## config.mk

```make
export PLATFORM = sky130hd
export DESIGN_NAME = mlaccel_qpi_link
export DESIGN_NICKNAME = d
export VERILOG_FILES = /design/src/rtl/mlaccel_qpi_pkg.sv /design/src/rtl/mlaccel_sync_fifo.sv /design/src/rtl/mlaccel_qpi_link.sv
export SDC_FILE = /design/constraint.sdc
export NUM_CORES = 1
export LEC_CHECK = 0
export BUFFER_PORTS_ARGS = -buffer_cell sky130_fd_sc_hd__buf_2
export CAP_MARGIN = 20
export CORE_ASPECT_RATIO = 1.4
export CORE_MARGIN = 4
export CORE_UTILIZATION = 50
export DETAILED_ROUTE_END_ITERATION = 8
export GPL_ROUTABILITY_DRIVEN = 1
export PLACE_DENSITY = 0.74
export SYNTH_ARGS = -nofsm -noshare
export SYNTH_HDL_FRONTEND = slang
export SYNTH_SLANG_ARGS = --single-unit
```

## constraint.sdc

```tcl
create_clock -name clock -period 2.5 [get_ports clock]
set_input_delay 0.5 -clock clock [delete_from_list [all_inputs] [get_ports clock]]
set_output_delay 0.5 -clock clock [all_outputs]
set_load 0.01 [all_outputs]
```

## src/rtl/mlaccel_qpi_pkg.sv

```systemverilog
// Shared constants and helpers for the QPI host link.
package mlaccel_qpi_pkg;

  localparam logic [3:0] IDLE_DO = 4'hF;

  function automatic bit lanes_legal(input int lanes);
    return (lanes == 1) || (lanes == 2) || (lanes == 4);
  endfunction

  function automatic int beats_of(input int lanes);
    return 8 / lanes;
  endfunction

endpackage

```

## src/rtl/mlaccel_sync_fifo.sv

```systemverilog
// Single-clock FIFO with show-ahead read data and extra-bit wrapping pointers.
module mlaccel_sync_fifo #(
  parameter int WIDTH = 8,
  parameter int DEPTH = 4
) (
  input  logic                     clock,
  input  logic                     reset,
  input  logic                     push,
  input  logic [WIDTH-1:0]         wdata,
  input  logic                     pop,
  output logic [WIDTH-1:0]         rdata,
  output logic                     full,
  output logic                     empty,
  output logic [$clog2(DEPTH):0]   level
);
  localparam int AW = $clog2(DEPTH);

  logic [WIDTH-1:0] mem_q [DEPTH];
  logic [AW:0]      wr_ptr_q, wr_ptr_d;
  logic [AW:0]      rd_ptr_q, rd_ptr_d;
  logic             do_push, do_pop;

  assign level = wr_ptr_q - rd_ptr_q;
  assign full  = (level == (AW+1)'(DEPTH));
  assign empty = (level == '0);
  assign rdata = mem_q[rd_ptr_q[AW-1:0]];

  // A full FIFO may still take a push when the head leaves in the same cycle.
  assign do_push = push && (!full || pop);
  assign do_pop  = pop && !empty;

  always_comb begin
    wr_ptr_d = wr_ptr_q;
    rd_ptr_d = rd_ptr_q;
    if (do_push) wr_ptr_d = wr_ptr_q + (AW+1)'(1);
    if (do_pop)  rd_ptr_d = rd_ptr_q + (AW+1)'(1);
  end

  always_ff @(posedge clock) begin
    if (reset) begin
      wr_ptr_q <= '0;
      rd_ptr_q <= '0;
    end else begin
      wr_ptr_q <= wr_ptr_d;
      rd_ptr_q <= rd_ptr_d;
    end
  end

  always_ff @(posedge clock) begin
    if (do_push) mem_q[wr_ptr_q[AW-1:0]] <= wdata;
  end

endmodule

```

## src/rtl/mlaccel_qpi_link.sv

```systemverilog
// Host-link slave: oversampled 1/2/4-lane byte serdes with TX FIFO, back-pressure and sticky error.
module mlaccel_qpi_link
  import mlaccel_qpi_pkg::*;
#(
  parameter int LANES       = 4,
  parameter int SYNC_STAGES = 2,
  parameter int TX_DEPTH    = 4
) (
  input  logic                        clock,
  input  logic                        reset,
  input  logic                        qpi_csb_di,
  input  logic                        qpi_clk_di,
  input  logic [LANES-1:0]            qpi_io_di,
  output logic [LANES-1:0]            qpi_io_do,
  output logic [LANES-1:0]            qpi_io_oe,
  output logic                        qpi_rdy_do,
  output logic                        qpi_err_do,
  output logic                        din_valid,
  input  logic                        din_ready,
  output logic                        din_start,
  output logic [7:0]                  din_data,
  input  logic                        dout_valid,
  output logic                        dout_ready,
  input  logic [7:0]                  dout_data,
  output logic [$clog2(TX_DEPTH):0]   tx_level
);
  localparam int BEATS = beats_of(LANES);
  localparam int BW    = (BEATS > 1) ? $clog2(BEATS) : 1;
  localparam int LW    = $clog2(TX_DEPTH) + 1;
  localparam logic [BW-1:0] LAST_BEAT = BW'(BEATS - 1);

  if (!lanes_legal(LANES) || SYNC_STAGES < 2 || SYNC_STAGES > 4) begin : g_param_check
    $error("mlaccel_qpi_link: illegal LANES or SYNC_STAGES");
  end

  logic [SYNC_STAGES-1:0]            csb_sync_q, csb_sync_d;
  logic [SYNC_STAGES-1:0]            clk_sync_q, clk_sync_d;
  logic [SYNC_STAGES-1:0][LANES-1:0] io_sync_q, io_sync_d;
  logic                              clk_dly_q, clk_dly_d;
  logic                              csb_s, clk_s, rise, fall;
  logic [LANES-1:0]                  io_s;

  logic             latched_q, latched_d;
  logic [BW-1:0]    rx_beat_q, rx_beat_d, tx_beat_q, tx_beat_d;
  logic [7:0]       rx_shift_q, rx_shift_d, tx_shift_q, tx_shift_d, rx_next;
  logic             din_valid_q, din_valid_d, din_start_q, din_start_d;
  logic [7:0]       din_data_q, din_data_d;
  logic             first_byte_q, first_byte_d, err_q, err_d, oe_q, oe_d, rdy_q, rdy_d;
  logic [LANES-1:0] do_q, do_d;

  logic             fifo_push, fifo_pop, fifo_full, fifo_empty;
  logic [7:0]       fifo_rdata;
  logic [LW-1:0]    fifo_level;

  assign csb_s = csb_sync_q[SYNC_STAGES-1];
  assign clk_s = clk_sync_q[SYNC_STAGES-1];
  assign io_s  = io_sync_q[SYNC_STAGES-1];
  assign rise  = clk_s && !clk_dly_q;
  assign fall  = !clk_s && clk_dly_q;

  assign fifo_push = dout_valid && dout_ready;
  assign fifo_pop  = !latched_q && !csb_s && fall && (tx_beat_q == '0) && !fifo_empty;

  mlaccel_sync_fifo #(.WIDTH(8), .DEPTH(TX_DEPTH)) u_tx_fifo (
    .clock (clock),
    .reset (reset),
    .push  (fifo_push),
    .wdata (dout_data),
    .pop   (fifo_pop),
    .rdata (fifo_rdata),
    .full  (fifo_full),
    .empty (fifo_empty),
    .level (fifo_level)
  );

  always_comb begin
    csb_sync_d   = {csb_sync_q[SYNC_STAGES-2:0], qpi_csb_di};
    clk_sync_d   = {clk_sync_q[SYNC_STAGES-2:0], qpi_clk_di};
    io_sync_d    = {io_sync_q[SYNC_STAGES-2:0], qpi_io_di};
    clk_dly_d    = clk_s;
    rx_next      = {rx_shift_q[7-LANES:0], io_s};
    latched_d    = latched_q;
    rx_beat_d    = rx_beat_q;
    tx_beat_d    = tx_beat_q;
    rx_shift_d   = rx_shift_q;
    tx_shift_d   = tx_shift_q;
    din_valid_d  = 1'b0;
    din_start_d  = din_start_q;
    din_data_d   = din_data_q;
    first_byte_d = first_byte_q;
    err_d        = err_q;
    oe_d         = oe_q;
    do_d         = do_q;
    rdy_d        = (fifo_level != '0);

    if (latched_q) begin
      // Held idle after reset until the host is seen deselected.
      rx_beat_d    = '0;
      tx_beat_d    = '0;
      oe_d         = 1'b0;
      first_byte_d = 1'b1;
      latched_d    = !csb_s;
    end else if (csb_s) begin
      rx_beat_d    = '0;
      tx_beat_d    = '0;
      first_byte_d = 1'b1;
      err_d        = 1'b0;
      oe_d         = 1'b0;
      do_d         = IDLE_DO[LANES-1:0];
    end else begin
      if (din_valid_q && !din_ready) err_d = 1'b1;

      if (rise) begin
        rx_shift_d = rx_next;
        if (rx_beat_q == LAST_BEAT) begin
          rx_beat_d    = '0;
          din_valid_d  = 1'b1;
          din_data_d   = rx_next;
          din_start_d  = first_byte_q;
          first_byte_d = 1'b0;
        end else begin
          rx_beat_d = rx_beat_q + BW'(1);
        end
      end

      if (fall) begin
        tx_beat_d = (tx_beat_q == LAST_BEAT) ? '0 : tx_beat_q + BW'(1);
        if (tx_beat_q == '0) begin
          if (!fifo_empty) begin
            oe_d       = 1'b1;
            do_d       = fifo_rdata[7 -: LANES];
            tx_shift_d = {fifo_rdata[7-LANES:0], {LANES{1'b0}}};
          end else begin
            oe_d = 1'b0;
            do_d = IDLE_DO[LANES-1:0];
          end
        end else if (oe_q) begin
          do_d       = tx_shift_q[7 -: LANES];
          tx_shift_d = {tx_shift_q[7-LANES:0], {LANES{1'b0}}};
        end
      end
    end
  end

  always_ff @(posedge clock) begin
    csb_sync_q <= csb_sync_d;
    clk_sync_q <= clk_sync_d;
    io_sync_q  <= io_sync_d;
    clk_dly_q  <= clk_dly_d;
    rx_shift_q <= rx_shift_d;
    tx_shift_q <= tx_shift_d;
  end

  always_ff @(posedge clock) begin
    if (reset) begin
      latched_q    <= 1'b1;
      rx_beat_q    <= '0;
      tx_beat_q    <= '0;
      din_valid_q  <= 1'b0;
      din_start_q  <= 1'b0;
      din_data_q   <= '0;
      first_byte_q <= 1'b1;
      err_q        <= 1'b0;
      oe_q         <= 1'b0;
      do_q         <= '0;
      rdy_q        <= 1'b0;
    end else begin
      latched_q    <= latched_d;
      rx_beat_q    <= rx_beat_d;
      tx_beat_q    <= tx_beat_d;
      din_valid_q  <= din_valid_d;
      din_start_q  <= din_start_d;
      din_data_q   <= din_data_d;
      first_byte_q <= first_byte_d;
      err_q        <= err_d;
      oe_q         <= oe_d;
      do_q         <= do_d;
      rdy_q        <= rdy_d;
    end
  end

  assign qpi_io_do  = do_q;
  assign qpi_io_oe  = {LANES{oe_q}};
  assign qpi_rdy_do = rdy_q;
  assign qpi_err_do = err_q;
  assign din_valid  = din_valid_q;
  assign din_start  = din_start_q;
  assign din_data   = din_data_q;
  assign dout_ready = !fifo_full;
  assign tx_level   = fifo_level;

endmodule
```

=== After elaboration in Yosys (flattened, before gate mapping) ===
Memory sizes are Yosys's and may differ from the RTL's. A register that Yosys moved wholly into a read port is not among the register bits.
Index checks and enable logic that the tools add are counted.

* Register bits after elaboration: 52
* Bits in writable memories: 32
* Input bits: 18
* Output and inout port bits: 24
* Logic and storage cells: 84
* Memories: 1

* Add/subtract/negate cells: 5
* Equality and inequality tests: 4
* Mux-type cells: 19
* Bitwise logic cells: 4
* Reduce and logical (&&, ||, !) cells: 31

{| class="wikitable"
|+ Memory list
! name !! depth !! bits a word !! read ports !! clocked after Yosys merged registers in !! write ports !! line !! source
|-
| u_tx_fifo.mem_q || 4 || 8 || 1 || 1 || 1 || mlaccel_sync_fifo.sv:18 || <nowiki>logic [WIDTH-1:0] mem_q [DEPTH];</nowiki>
|}

{| class="wikitable"
|+ Operators by type and width
! operator !! count
|-
| $mux 8 || 3
|-
| $mux 4 || 5
|-
| $logic_and 1x1->1 || 10
|-
| $mux 1 || 9
|-
| $logic_not 1->1 || 7
|-
| $add 3x1->3 const B || 2
|-
| $reduce_and 2->1 || 3
|-
| $reduce_and 3->1 || 2
|-
| $reduce_and 5->1 || 1
|-
| $mux 2 || 2
|-
| $not 1->1 || 4
|-
| $reduce_and 4->1 || 1
|-
| $reduce_bool 2->1 || 2
|-
| $reduce_or 4->1 || 1
|-
| $eq 3x3->1 const B || 1
|-
| $logic_not 3->1 || 1
|-
| $ne 3x2->1 const B || 1
|-
| $reduce_bool 3->1 || 1
|-
| $reduce_or 3->1 || 1
|-
| $sub 3x3->3 || 1
|-
| $add 1x1->1 const B || 2
|-
| $ne 2x1->1 const B || 1
|-
| $ne 2x2->1 const B || 1
|-
| $logic_or 1x1->1 || 1
|}

=== Logic depth before layout (Yosys ltp) ===
* Word-level depth: 9
* Mapped depth: 7
* Mapped depth without buffers: 7

=== Hierarchy ===
Synthesis repeated with hierarchy kept, for this count alone.

* Cell total of the unflattened synthesis: 238
* Area total of the unflattened synthesis: 3,200.6 µm²

{| class="wikitable"
|+ By module, submodules not included
! module !! instances !! cells an instance !! area each (µm²) !! sequential area each (µm²)
|-
| mlaccel_sync_fifo || 1 || 99 || 1,679.1 || 1,121.1
|-
| mlaccel_qpi_link || 1 || 139 || 1,521.5 || 920.9
|}

=== Least setup slack after synthesis ===
No wires, ideal clock.

* Kind: reg-to-reg
* Start point: register u_tx_fifo.wr_ptr_q[0]
* End point: memory u_tx_fifo.mem_q[1][0], enable pin
* Setup time: 0.332 ns
* Data arrival time: 2.015 ns
* Required time: 2.168 ns
* Path slack: 0.154 ns
* Stages on the path, launching flop included: 7
* Buffers on the path: 0
* Period minus slack after synthesis: 2.346 ns
* Path through: dfxtp_1 > inv_1 > ha_1 > fa_1 > xor3_2 > a31oi_2 > and2_1

* Longest elaborated chain between the ends: 8
* Elaborated cells between the ends (all ways): 11
* Classes of those cells: add/sub: 1; eq/ne: 1; mux: 2; reduce/logical: 7

{| class="wikitable"
|+ Ends and longest elaborated chain
! item !! line !! source
|-
| start, declared || mlaccel_sync_fifo.sv:19 || <nowiki>logic [AW:0] wr_ptr_q, wr_ptr_d;</nowiki>
|-
| start signal, assigned || mlaccel_sync_fifo.sv:44 || <nowiki>wr_ptr_q <= wr_ptr_d;</nowiki>
|-
| $sub 3x3->3 * || mlaccel_sync_fifo.sv:23 || <nowiki>assign level = wr_ptr_q - rd_ptr_q;</nowiki>
|-
| net tx_level[2] || mlaccel_qpi_link.sv:25 || <nowiki>output logic [$clog2(TX_DEPTH):0] tx_level</nowiki>
|-
| $logic_not 3->1 || mlaccel_sync_fifo.sv:25 || <nowiki>assign empty = (level == '0);</nowiki>
|-
| $logic_not 1->1 || mlaccel_qpi_link.sv:62 || <nowiki>assign fifo_pop = !latched_q && !csb_s && fall && (tx_beat_q == '0) && !fifo_empty;</nowiki>
|-
| $logic_and 1x1->1 || mlaccel_qpi_link.sv:62 ||
|-
| $logic_or 1x1->1 || mlaccel_sync_fifo.sv:29 || <nowiki>assign do_push = push && (!full || pop);</nowiki>
|-
| $logic_and 1x1->1 * || mlaccel_sync_fifo.sv:29 ||
|-
| $mux 1 * || mlaccel_sync_fifo.sv:50 || <nowiki>if (do_push) mem_q[wr_ptr_q[AW-1:0]] <= wdata;</nowiki>
|-
| $mux 1 (implied by the code) * || mlaccel_sync_fifo.sv:50 ||
|-
| end, declared || mlaccel_sync_fifo.sv:18 ||
|}

Mark *: on every way through the listed nets, which the timed path passes. The rest lies on a longest branch.

=== Worst setup path after layout ===
* Start point: register u_tx_fifo.rd_ptr_q[0]
* End point: output dout_ready

* Longest elaborated chain between the ends: 3

{| class="wikitable"
|+ Ends and longest elaborated chain
! item !! line !! source
|-
| start, declared || mlaccel_sync_fifo.sv:20 || <nowiki>logic [AW:0] rd_ptr_q, rd_ptr_d;</nowiki>
|-
| start signal, assigned || mlaccel_sync_fifo.sv:45 || <nowiki>rd_ptr_q <= rd_ptr_d;</nowiki>
|-
| $sub 3x3->3 || mlaccel_sync_fifo.sv:23 ||
|-
| $eq 3x3->1 || mlaccel_sync_fifo.sv:24 || <nowiki>assign full = (level == (AW+1)'(DEPTH));</nowiki>
|-
| $logic_not 1->1 || mlaccel_qpi_link.sv:189 || <nowiki>assign dout_ready = !fifo_full;</nowiki>
|-
| end, declared || mlaccel_qpi_link.sv:23 || <nowiki>output logic dout_ready,</nowiki>
|}

Every way passes these cells.

==> flow_metrics.env <==
export IMPL_outcome="finished, final reports clean"
export IMPL_cp_max_fo=3
export IMPL_synth_edf_count=40
export IMPL_htreeDepth=3
export IMPL_drv_cap=0
export IMPL_switching_share_pct=22.9
export IMPL_power_density_mw_per_mm2=753
export IMPL_leakagePower_nw=1.38
export IMPL_ys_seq_elements=82
export IMPL_combPwrFrac_pct=6.5
export IMPL_first_pass_iters=4
export IMPL_numPortBuffers=41
export IMPL_cp_start_kind="flop"
export IMPL_vias=1694
export IMPL_cts_tree="done"
export IMPL_tightest_slew_ps=578
export IMPL_hpwl_um=3480
export IMPL_slew_violations=0
export IMPL_stdcell_area_mm2=0.00352
export IMPL_power_switching_mw=0.608
export IMPL_cp_buffers_inverters=2
export IMPL_die_h_um=99.8
export IMPL_drive_gt1_share_pct=29.2
export IMPL_crit_family="adder cells"
export IMPL_clkTransAtPathRegs_ps=90
export IMPL_grt_pass1_vias=1633
export IMPL_start_util_pct=51.3
export IMPL_path_cells="ha_2 > fa_2 > xor3_2 > buf_6 > nand3_1 > buf_2"
export IMPL_syn_nets=235
export IMPL_antenna_found_initial=0
export IMPL_clock_sinks=82
export IMPL_n_antenna_cell=0
export IMPL_rsz0062_at_grt="false"
export IMPL_yosysTopAreaCell="edfxtp_1"
export IMPL_synthCells=210
export IMPL_internal_power_mw=2.04
export IMPL_routabilityCongestion=0.747
export IMPL_timing_final_crit_share_pct=92.8
export IMPL_dieArea_mm2=0.00734
export IMPL_cp_required_ps=2000
export IMPL_ir_drop_mv=0.508
export IMPL_layout_nets=284
export IMPL_clkPwrFrac_pct=37.3
export IMPL_ys_flop_type="dfxtp_1"
export IMPL_grt_ovfl_total=0
export IMPL_avgViaCountPerCell=5.07
export IMPL_grt_pass1_wl_um=7940
export IMPL_rows=33
export IMPL_wirelength_um=4830
export IMPL_yosys_top_cells_area="edfxtp_1, dfxtp_1, mux2i_1"
export IMPL_drcViolationCount=0
export IMPL_crit_slowest_cell="dfxtp_1"
export IMPL_synth_top_area_share_pct=40.0
export IMPL_ant_nets=0
export IMPL_clkLatencyLatePin_ps=350
export IMPL_fmax_mhz=431
export IMPL_drtIter0Drc=82
export IMPL_grt_max_degree=23
export IMPL_yosysUniqueCellTypes=37
export IMPL_core_area_mm2=0.00586
export IMPL_grt_usage_pct=14.7
export IMPL_placement_cell_area_mm2=0.00327
export IMPL_fin_tns_setup_ps=0
export IMPL_io_pins=42
export IMPL_cts_buffer_depth=2
export IMPL_synth_warnings=0
export IMPL_slew_headroom_pct=61.4
export IMPL_end_kind="primary output"
export IMPL_fillers=463
export IMPL_synth_area_mm2=0.00301
export IMPL_finalHoldViolations=0
export IMPL_arrival_ps=1820
export IMPL_pwr_share_seq_pct=56.1
export IMPL_ys_seq_area_share_pct=67.9
export IMPL_numCtsBuffers=9
export IMPL_setup_viol=0
export IMPL_skew_ps=15.9
export IMPL_area_delta_synth_final_pct=17.1
export IMPL_avgSynthCellArea_um2=14.3
export IMPL_die_x_um=73.5
export IMPL_path_class="reg -> out"
export IMPL_ys_async_sr_fraction_pct=0
export IMPL_critPathMaxStageDelay_ps=360
export IMPL_wl_per_cell_um=14.5
export IMPL_min_period_ps=2320
export IMPL_cts_root_buf="clkbuf_8"
export IMPL_holdCritPathClass="in -> reg"
## registers in the layout, summed over array words and instances (netlist names), 4 cells and up, named ones only
signal           cells
tx_shift_q           4
rx_shift_q           4
u_tx_fifo.mem_q     32
qpi_io_do            4
io_sync_d            4
din_data             8
io_s                 4
## synth_stat cells (2+ instances only)
library cell / number
a21o_1: 2
a21oi_1: 2
xnor2_1: 4
nand2_1: 2
dfxtp_1: 42
a22oi_1: 3
mux4_2: 4
mux2i_1: 18
ha_1: 6
o21ai_0: 4
edfxtp_1: 40
inv_1: 15
a311o_1: 2
buf_4: 4
nor2_1: 23
nor2b_1: 3
buf_2: 3
a221oi_1: 4
and2_1: 9
clkbuf_1: 2
nor3b_1: 2
## logic make-up after synthesis
kind of cell / count (synthesis) / share of synthesized area (%)
fa+ha+maj: 7 / 3.16
buf+inv: 25 / 3.75
flops: 82 / 67.9
mux: 22 / 8.99
simple gates: 44 / 7.12
xor+xnor: 6 / 2.29
compound gates: 24 / 6.78
## layout by cell type (no fill, tap or decap), drive strengths merged, types with 3 or more instances in the layout
master and count:
nor2 23, o21ai 4, nor2b 3, mux2i 18
xnor2 4, a22oi 3, and2 9, edfxtp 40
mux4 4, dfxtp 42, a221oi 4, ha 6
clkbuf 11, buf 47, inv 20
## repair_timing
action,in CTS,in global routing
gates cloned,0,0
endpoints found under the hold margin,0,0
resized for setup,6,0
hold buffers,0,0
endpoints found under the setup margin,2,35
setup buffers,3,0
pin swaps,2,1
## layer usage
layer / wire length, µm / vias up / GRT usage (%)
li1: - / 847 / -
met1: 2210 / 797 / 20.3
met2: 2300 / 44 / 20.8
met3: 222 / 6 / 4.65
met4: 93 / 0 / 7.11
met5: 0 / - / 0
## layout make-up
type | instances | area (µm²) | area share [%]
clock buffers | 11 | 174 | 4.94
flip-flops and latches | 82 | 2040 | 58.1
multi-input cells | 103 | 857 | 24.3
repair buffers | 47 | 254 | 7.21
clock inverters | 5 | 43.8 | 1.24
well taps | 70 | 87.6 | 2.49
inverters | 16 | 60.1 | 1.71
## power by group through the flow
stage	registers, mW	clock network [mW]	logic, mW
2_1_floorplan	1.52	0	0.103
3_3_place_gp	1.52	0	0.162
3_5_place_dp	1.52	0	0.165
4_1_cts	1.49	1.02	0.176
5_1_grt	1.49	1.07	0.194
6_report	1.49	0.989	0.172
## per-stage QoR
stage	hold WS (ps)	utilization (%)	power, mW	setup slack, ps	cells
6_report	248	60.1	2.65	180	334
5_1_grt	222	60.1	2.76	87.4	334
4_1_cts	227	60.1	2.68	3.46	334
3_5_place_dp	315	55.8	1.69	98.9	315
2_1_floorplan	310	-	1.62	154	210
3_3_place_gp	311	55.8	1.68	194	315
## worst paths after layout
kind,startpoint,end,slack [ps],depth (start not counted)
setup / recovery,u_tx_fifo.rd_ptr_q[0],dout_ready,180,6
hold / removal,qpi_clk_di,clk_sync_q[0],250,1
setup reg to reg,u_tx_fifo.rd_ptr_q[0],u_tx_fifo.mem_q[3][0],240,6
hold reg to reg,io_sync_d[5],io_s[1],330,0
Power figures use the tool's default switching activity.
